File: src/rtl/decode_hazard_ctrl.sv
// Decode-stage sequencing controller: shadows in-flight destination registers,
// stalls decode on RAW hazards, squashes on taken branches, holds after reset.
module decode_hazard_ctrl #(
    parameter int unsigned RST_HOLD = 4
) (
    input  logic        clk,
    input  logic        rst,
    input  logic        id_valid,
    input  logic [4:0]  id_rs1,
    input  logic [4:0]  id_rs2,
    input  logic        id_use_rs1,
    input  logic        id_use_rs2,
    input  logic [4:0]  id_rd,
    input  logic        id_regwrite,
    input  logic        mem_br_taken,
    input  logic        wb_regwrite,
    input  logic [4:0]  wb_rd,
    output logic        pc_write_en,
    output logic        if_id_write_en,
    output logic        if_id_flush,
    output logic        id_ex_bubble,
    output logic        hazard,
    output logic        sb_error,
    output logic [15:0] stall_count
);

    typedef enum logic [0:0] {
        HOLD,
        RUN
    } state_t;

    state_t     state;
    state_t     state_next;
    logic [3:0] hold_cnt;

    logic       ex_valid;
    logic       mem_valid;
    logic       wb_valid;
    logic [4:0] ex_rd;
    logic [4:0] mem_rd;
    logic [4:0] wb_slot_rd;

    logic       rs1_hit;
    logic       rs2_hit;
    logic       raw;
    logic       issue;
    logic       stall;
    logic       wb_live;
    logic       wb_mismatch;

    // x0 is excluded on both sides: slots never hold rd 0, and reads of x0 never match.
    always_comb begin
        rs1_hit = id_use_rs1 && (id_rs1 != '0) &&
                  ((ex_valid  && (ex_rd      == id_rs1)) ||
                   (mem_valid && (mem_rd     == id_rs1)) ||
                   (wb_valid  && (wb_slot_rd == id_rs1)));
        rs2_hit = id_use_rs2 && (id_rs2 != '0) &&
                  ((ex_valid  && (ex_rd      == id_rs2)) ||
                   (mem_valid && (mem_rd     == id_rs2)) ||
                   (wb_valid  && (wb_slot_rd == id_rs2)));
        raw     = id_valid && (rs1_hit || rs2_hit);
    end

    always_comb begin
        wb_live     = wb_regwrite && (wb_rd != '0);
        wb_mismatch = (wb_valid != wb_live) ||
                      (wb_valid && wb_live && (wb_slot_rd != wb_rd));
    end

    always_comb begin
        state_next     = state;
        pc_write_en    = 1'b0;
        if_id_write_en = 1'b0;
        if_id_flush    = 1'b1;
        id_ex_bubble   = 1'b1;
        hazard         = 1'b0;
        issue          = 1'b0;
        stall          = 1'b0;
        case (state)
            HOLD: begin
                if (hold_cnt == '0) begin
                    state_next = RUN;
                end
            end
            RUN: begin
                hazard         = raw;
                pc_write_en    = 1'b1;
                if_id_write_en = 1'b1;
                if_id_flush    = 1'b0;
                id_ex_bubble   = 1'b0;
                // A taken branch overrides any stall: the stalled instruction is squashed anyway.
                if (mem_br_taken) begin
                    if_id_flush  = 1'b1;
                    id_ex_bubble = 1'b1;
                end else if (raw) begin
                    pc_write_en    = 1'b0;
                    if_id_write_en = 1'b0;
                    id_ex_bubble   = 1'b1;
                    stall          = 1'b1;
                end
                issue = id_valid && !raw && !mem_br_taken;
            end
            default: state_next = HOLD;
        endcase
    end

    always_ff @(posedge clk) begin
        if (rst) begin
            state <= HOLD;
        end else begin
            state <= state_next;
        end
    end

    always_ff @(posedge clk) begin
        if (rst) begin
            hold_cnt <= 4'(RST_HOLD - 1);
        end else if ((state == HOLD) && (hold_cnt != '0)) begin
            hold_cnt <= hold_cnt - 4'd1;
        end
    end

    always_ff @(posedge clk) begin
        if (rst) begin
            ex_valid   <= 1'b0;
            mem_valid  <= 1'b0;
            wb_valid   <= 1'b0;
            ex_rd      <= '0;
            mem_rd     <= '0;
            wb_slot_rd <= '0;
        end else if (state == RUN) begin
            wb_valid   <= mem_valid;
            wb_slot_rd <= mem_rd;
            mem_valid  <= ex_valid && !mem_br_taken;
            mem_rd     <= ex_rd;
            ex_valid   <= issue && id_regwrite && (id_rd != '0);
            ex_rd      <= id_rd;
        end
    end

    always_ff @(posedge clk) begin
        if (rst) begin
            sb_error <= 1'b0;
        end else if ((state == RUN) && wb_mismatch) begin
            sb_error <= 1'b1;
        end
    end

    always_ff @(posedge clk) begin
        if (rst) begin
            stall_count <= '0;
        end else if (stall && (stall_count != '1)) begin
            stall_count <= stall_count + 16'd1;
        end
    end

endmodule

File: config.mk
export PLATFORM = sky130hd
export DESIGN_NAME = decode_hazard_ctrl
export DESIGN_NICKNAME = d
export VERILOG_FILES = /design/src/rtl/decode_hazard_ctrl.sv
export SDC_FILE = /design/constraint.sdc
export NUM_CORES = 1
export LEC_CHECK = 0
export BUFFER_PORTS_ARGS = -buffer_cell sky130_fd_sc_hd__buf_4
export CAP_MARGIN = 20
export CORE_MARGIN = 4
export CORE_UTILIZATION = 45
export CTS_BUF_LIST = sky130_fd_sc_hd__clkbuf_8
export CTS_CLUSTER_SIZE = 8
export DETAILED_ROUTE_END_ITERATION = 6
export GPL_TIMING_DRIVEN = 0
export PLACE_DENSITY = 0.71
export SLEW_MARGIN = 15
export SYNTH_ARGS = -nofsm -noshare
export SYNTH_HDL_FRONTEND = slang
export SYNTH_SLANG_ARGS = --single-unit
export TNS_END_PERCENT = 5
File: constraint.sdc
create_clock -name clk -period 2.9 [get_ports clk]
set_input_delay 0.58 -clock clk [delete_from_list [all_inputs] [get_ports clk]]
set_output_delay 0.58 -clock clk [all_outputs]
set_load 0.005 [all_outputs]
==> impl_metrics.tcl <==
set metrics [dict create \
    synth-seq-area-share_pct 35.9 \
    ys_top_cells_by_area "dfxtp_1 36%, xor2_1 11%, mux2i_1 7.2%" \
    netlist_instances 257 \
    ys_ff_latch 40 \
    routedWlPerCell_microns 13.7 \
    path_clk_slew_ns 0.07 \
    io_pins 50 \
    period_needed_ns 2.79 \
    core_area_sq_um 4750 \
    synth_area_leader_cell "dfxtp_1" \
    netSwitchingFraction_pct 25.6 \
    wl_mm 5.27 \
    grt_max_degree 13 \
    cts_made_buffers 5 \
    crit_path_end_kind "output port" \
    crit_path_start_kind "input port" \
    first_pass_iters 4 \
    fp-row-count 25 \
    p_seq_share_pct 44.6 \
    slew-limit-headroom_pct 58.4 \
    slew_viol_final 0 \
    cp_common_cell "buf_4" \
    grt_overflow 0 \
    drive_gt1_share_pct 23.4 \
    drc 0 \
    insertion_delay_ns 0.29 \
    tightest_slew_ns 0.625 \
    multi_input_area_sq_um 1390 \
    slowest_stage "nor4_2" \
    grt_pass1_wl_mm 8.94 \
    netlist_area_sq_um 2230 \
    power_density_nw_per_um2 472 \
    r2r_cells 8 \
    intPower_w 0.00100 \
    hold_depth 2 \
    synth.distinct_cells 39 \
    synth_nets 288 \
    postLayoutCellArea_sq_um 2850 \
    cpPeakStageDelay_ns 0.34 \
    combPwrFrac_pct 18.5 \
    crit_type "in -> out" \
    drtIter0Drc 89 \
    synth_warnings 0 \
    area_delta_synth_final_pct 28.0 \
    first_global_vias 1896 \
    skew_ns 0.00487 \
    htree_levels 2 \
    die_w_microns 78.4 \
    io_buffers 49 \
    hpwl_mm 4.05 \
    track_usage_pct 18.3 \
    antenna_found_initial 0 \
    synth_area_per_cell_sq_um 8.67 \
    worstSetupPathDepth 10 \
    hold_buffers 0 \
    crit_arrival_ns 2.21 \
    synth_top_cell_area_share_pct 35.9 \
    vias 1972 \
    maxCapViolations 0 \
    critPathTopFamily "simple AND/OR/NAND/NOR gates" \
    ant_nets 0 \
    die_area_sq_um 6140 \
    rsz0062_at_grt "no" \
    power.switching_w 0.000345 \
    clkSinkCount 40 \
    worstPathMaxFanout 4 \
    fin_nets 346 \
    max_freq_mhz 359 \
    crit_buf_inv 3 \
    die_h_microns 78.4 \
    cts_tree "yes" \
    via_per_inst 5.15 \
    hold_class "reg -> reg" \
    regArea_sq_um 802 \
    root_buffer "clkbuf_8" \
    cts_buffer_depth 2 \
    path_cells "buf_4 -> xor2_1 -> nor4_2 -> and3_4 -> nor3_1 -> o22ai_2 -> nand2_2 -> o21a_1 -> buf_4 -> buf_4" \
    fill_cells 467 \
    p_leak_nw 1.14 \
    setup_viol 0 \
    power.share.clock_pct 36.8 \
    hold_violations 0 \
    start_util_pct 46.9 \
    antenna_cells 0 \
    max-vdd-ir-drop_mv 0.266 \
    status "complete, no violations" \
    place_congestion 0.832 \
    post_dp_cell_area_sq_um 2680 \
    whs_ns 0.479 \
    fin_crit_sh_pct 96.1 \
    cp_data_required_time_ns 2.32 \
]
## power groups by stage
stage	Clock [W]	Sequential, W	Combinational, W
after global routing	0.000529	0.000606	0.000282
after floorplan	0	0.000608	0.000160
after global placement	0	0.000613	0.000240
after detailed placement	0	0.000614	0.000247
after CTS	0.000505	0.000601	0.000250
final	0.000496	0.000601	0.000250
## layout by cell type, fill, tap and decap left out, types with 2 or more instances in the layout
master / count
o31ai_1: 2
inv_1: 8
clkbuf_1: 3
xor2_1: 27
nor4_1: 5
nand2b_1: 2
a2111oi_0: 4
nand4_1: 5
a21oi_1: 14
nor3_1: 7
o21ai_0: 3
xnor2_1: 18
or4_1: 6
o31ai_4: 2
buf_1: 2
buf_4: 52
dfxtp_1: 39
clkbuf_8: 7
nand3_1: 10
nand2_1: 13
o21a_1: 2
mux2i_1: 16
nor2_1: 36
and3_2: 2
a21o_1: 2
nor4_2: 2
and3_1: 4
ha_1: 3
o21ai_1: 2
## logic make-up after synthesis
kind of cell / after synthesis / synth area share (%)
and+or+nand+nor: 101 / 22.7
buffers and inverters: 16 / 3.20
xor gates and xnor gates: 45 / 17.7
AOI/OAI and AO/OA: 35 / 11.1
muxes: 17 / 7.69
DFF: 40 / 35.9
adders and majority gates: 3 / 1.68
## synthesized netlist by cell type
cell type and count:
nor3_2 1, xor2_1 27, ha_1 3, nor3_1 7
or4b_1 1, or4_1 6, and2b_1 1, mux2i_1 16
nand2b_1 2, buf_4 1, and3_1 7, mux2_1 1
o31ai_1 2, o21a_1 2, a2111oi_0 4, buf_6 1
xnor2_1 18, or3_1 1, and2_4 1, a211oi_1 1
dfxtp_1 40, clkbuf_1 4, nor4_1 7, nor2_1 36
o22ai_1 1, a21oi_1 14, o31ai_4 2, nand3b_1 1
o41ai_1 1, buf_1 2, nand3_1 10, a21o_1 2
nor2b_1 1, nand4_1 5, nand2_1 14, inv_1 8
a21boi_0 1, o21ai_0 3, o21ai_1 2
## metal layers
layer  vias up  share of wire (%)  GRT usage (%)
li1       1017                  -              -
met1       910                 47           24.3
met2        43                 47           30.1
met3         2                4.8           3.90
met4         0               0.68           4.72
met5         -                  0              0
## final cells by class
cell class | count | share of cell area, %
buffer | 8 | 1.49
multi-input combinational | 201 | 48.6
timing repair buffer | 51 | 13.4
inverter | 8 | 1.05
sequential | 40 | 28.1
clock buffer | 7 | 3.38
clock inverter | 1 | 1.05
tap | 67 | 2.94
## stage by stage
stage | setup WS, ns | total power, W | setup TNS, ns | instances | util [%]
final | 0.112 | 0.00135 | 0 | 383 | 60.0
after global routing | 0.00105 | 0.00142 | 0 | 383 | 60.0
after CTS | 0.0200 | 0.00136 | 0 | 382 | 59.3
after detailed placement | -0.0242 | 0.000861 | -0.0242 | 373 | 56.4
after global placement | 0.0665 | 0.000853 | 0 | 373 | 56.4
after floorplan | 0.502 | 0.000769 | 0 | 257 | -
## final timing paths
| path | start | endpoint | slack (ns) |
|---|---|---|---|
| worst max-delay path | id_rs1[1] | pc_write_en | 0.11 |
| worst min-delay path | sb_error$_SDFFE_PP0P_ | sb_error$_SDFFE_PP0P_ | 0.48 |
| worst max register to register | stall_count[2]$_SDFFE_PP0P_ | stall_count[8]$_SDFFE_PP0P_ | 0.48 |
| worst min register to register | sb_error$_SDFFE_PP0P_ | sb_error$_SDFFE_PP0P_ | 0.48 |
## sequential cells by signal, indices dropped and copies added (netlist names)
register,cells
ex_rd,5
ex_valid,1
hold_cnt,4
mem_rd,5
mem_valid,1
sb_error,1
stall_count,16
state,1
wb_slot_rd,5
wb_valid,1
## timing repair
action,4_1_cts,5_1_grt
setup buffers,1,1
endpoints found under the setup margin,1,2
pin swaps,1,4
gates resized for setup,1,9
## worst register-to-register path: stages (launching register included)
cell and delay, ns:
dfxtp_1 0.43, nand4_1 0.30, nor4_1 0.54, nor3_1 0.16, o31ai_4 0.15, and2_4 0.23
buf_6 0.12, nor3_1 0.06, mux2_1 0.31
Note: power is estimated with default switching activity, not from simulation.
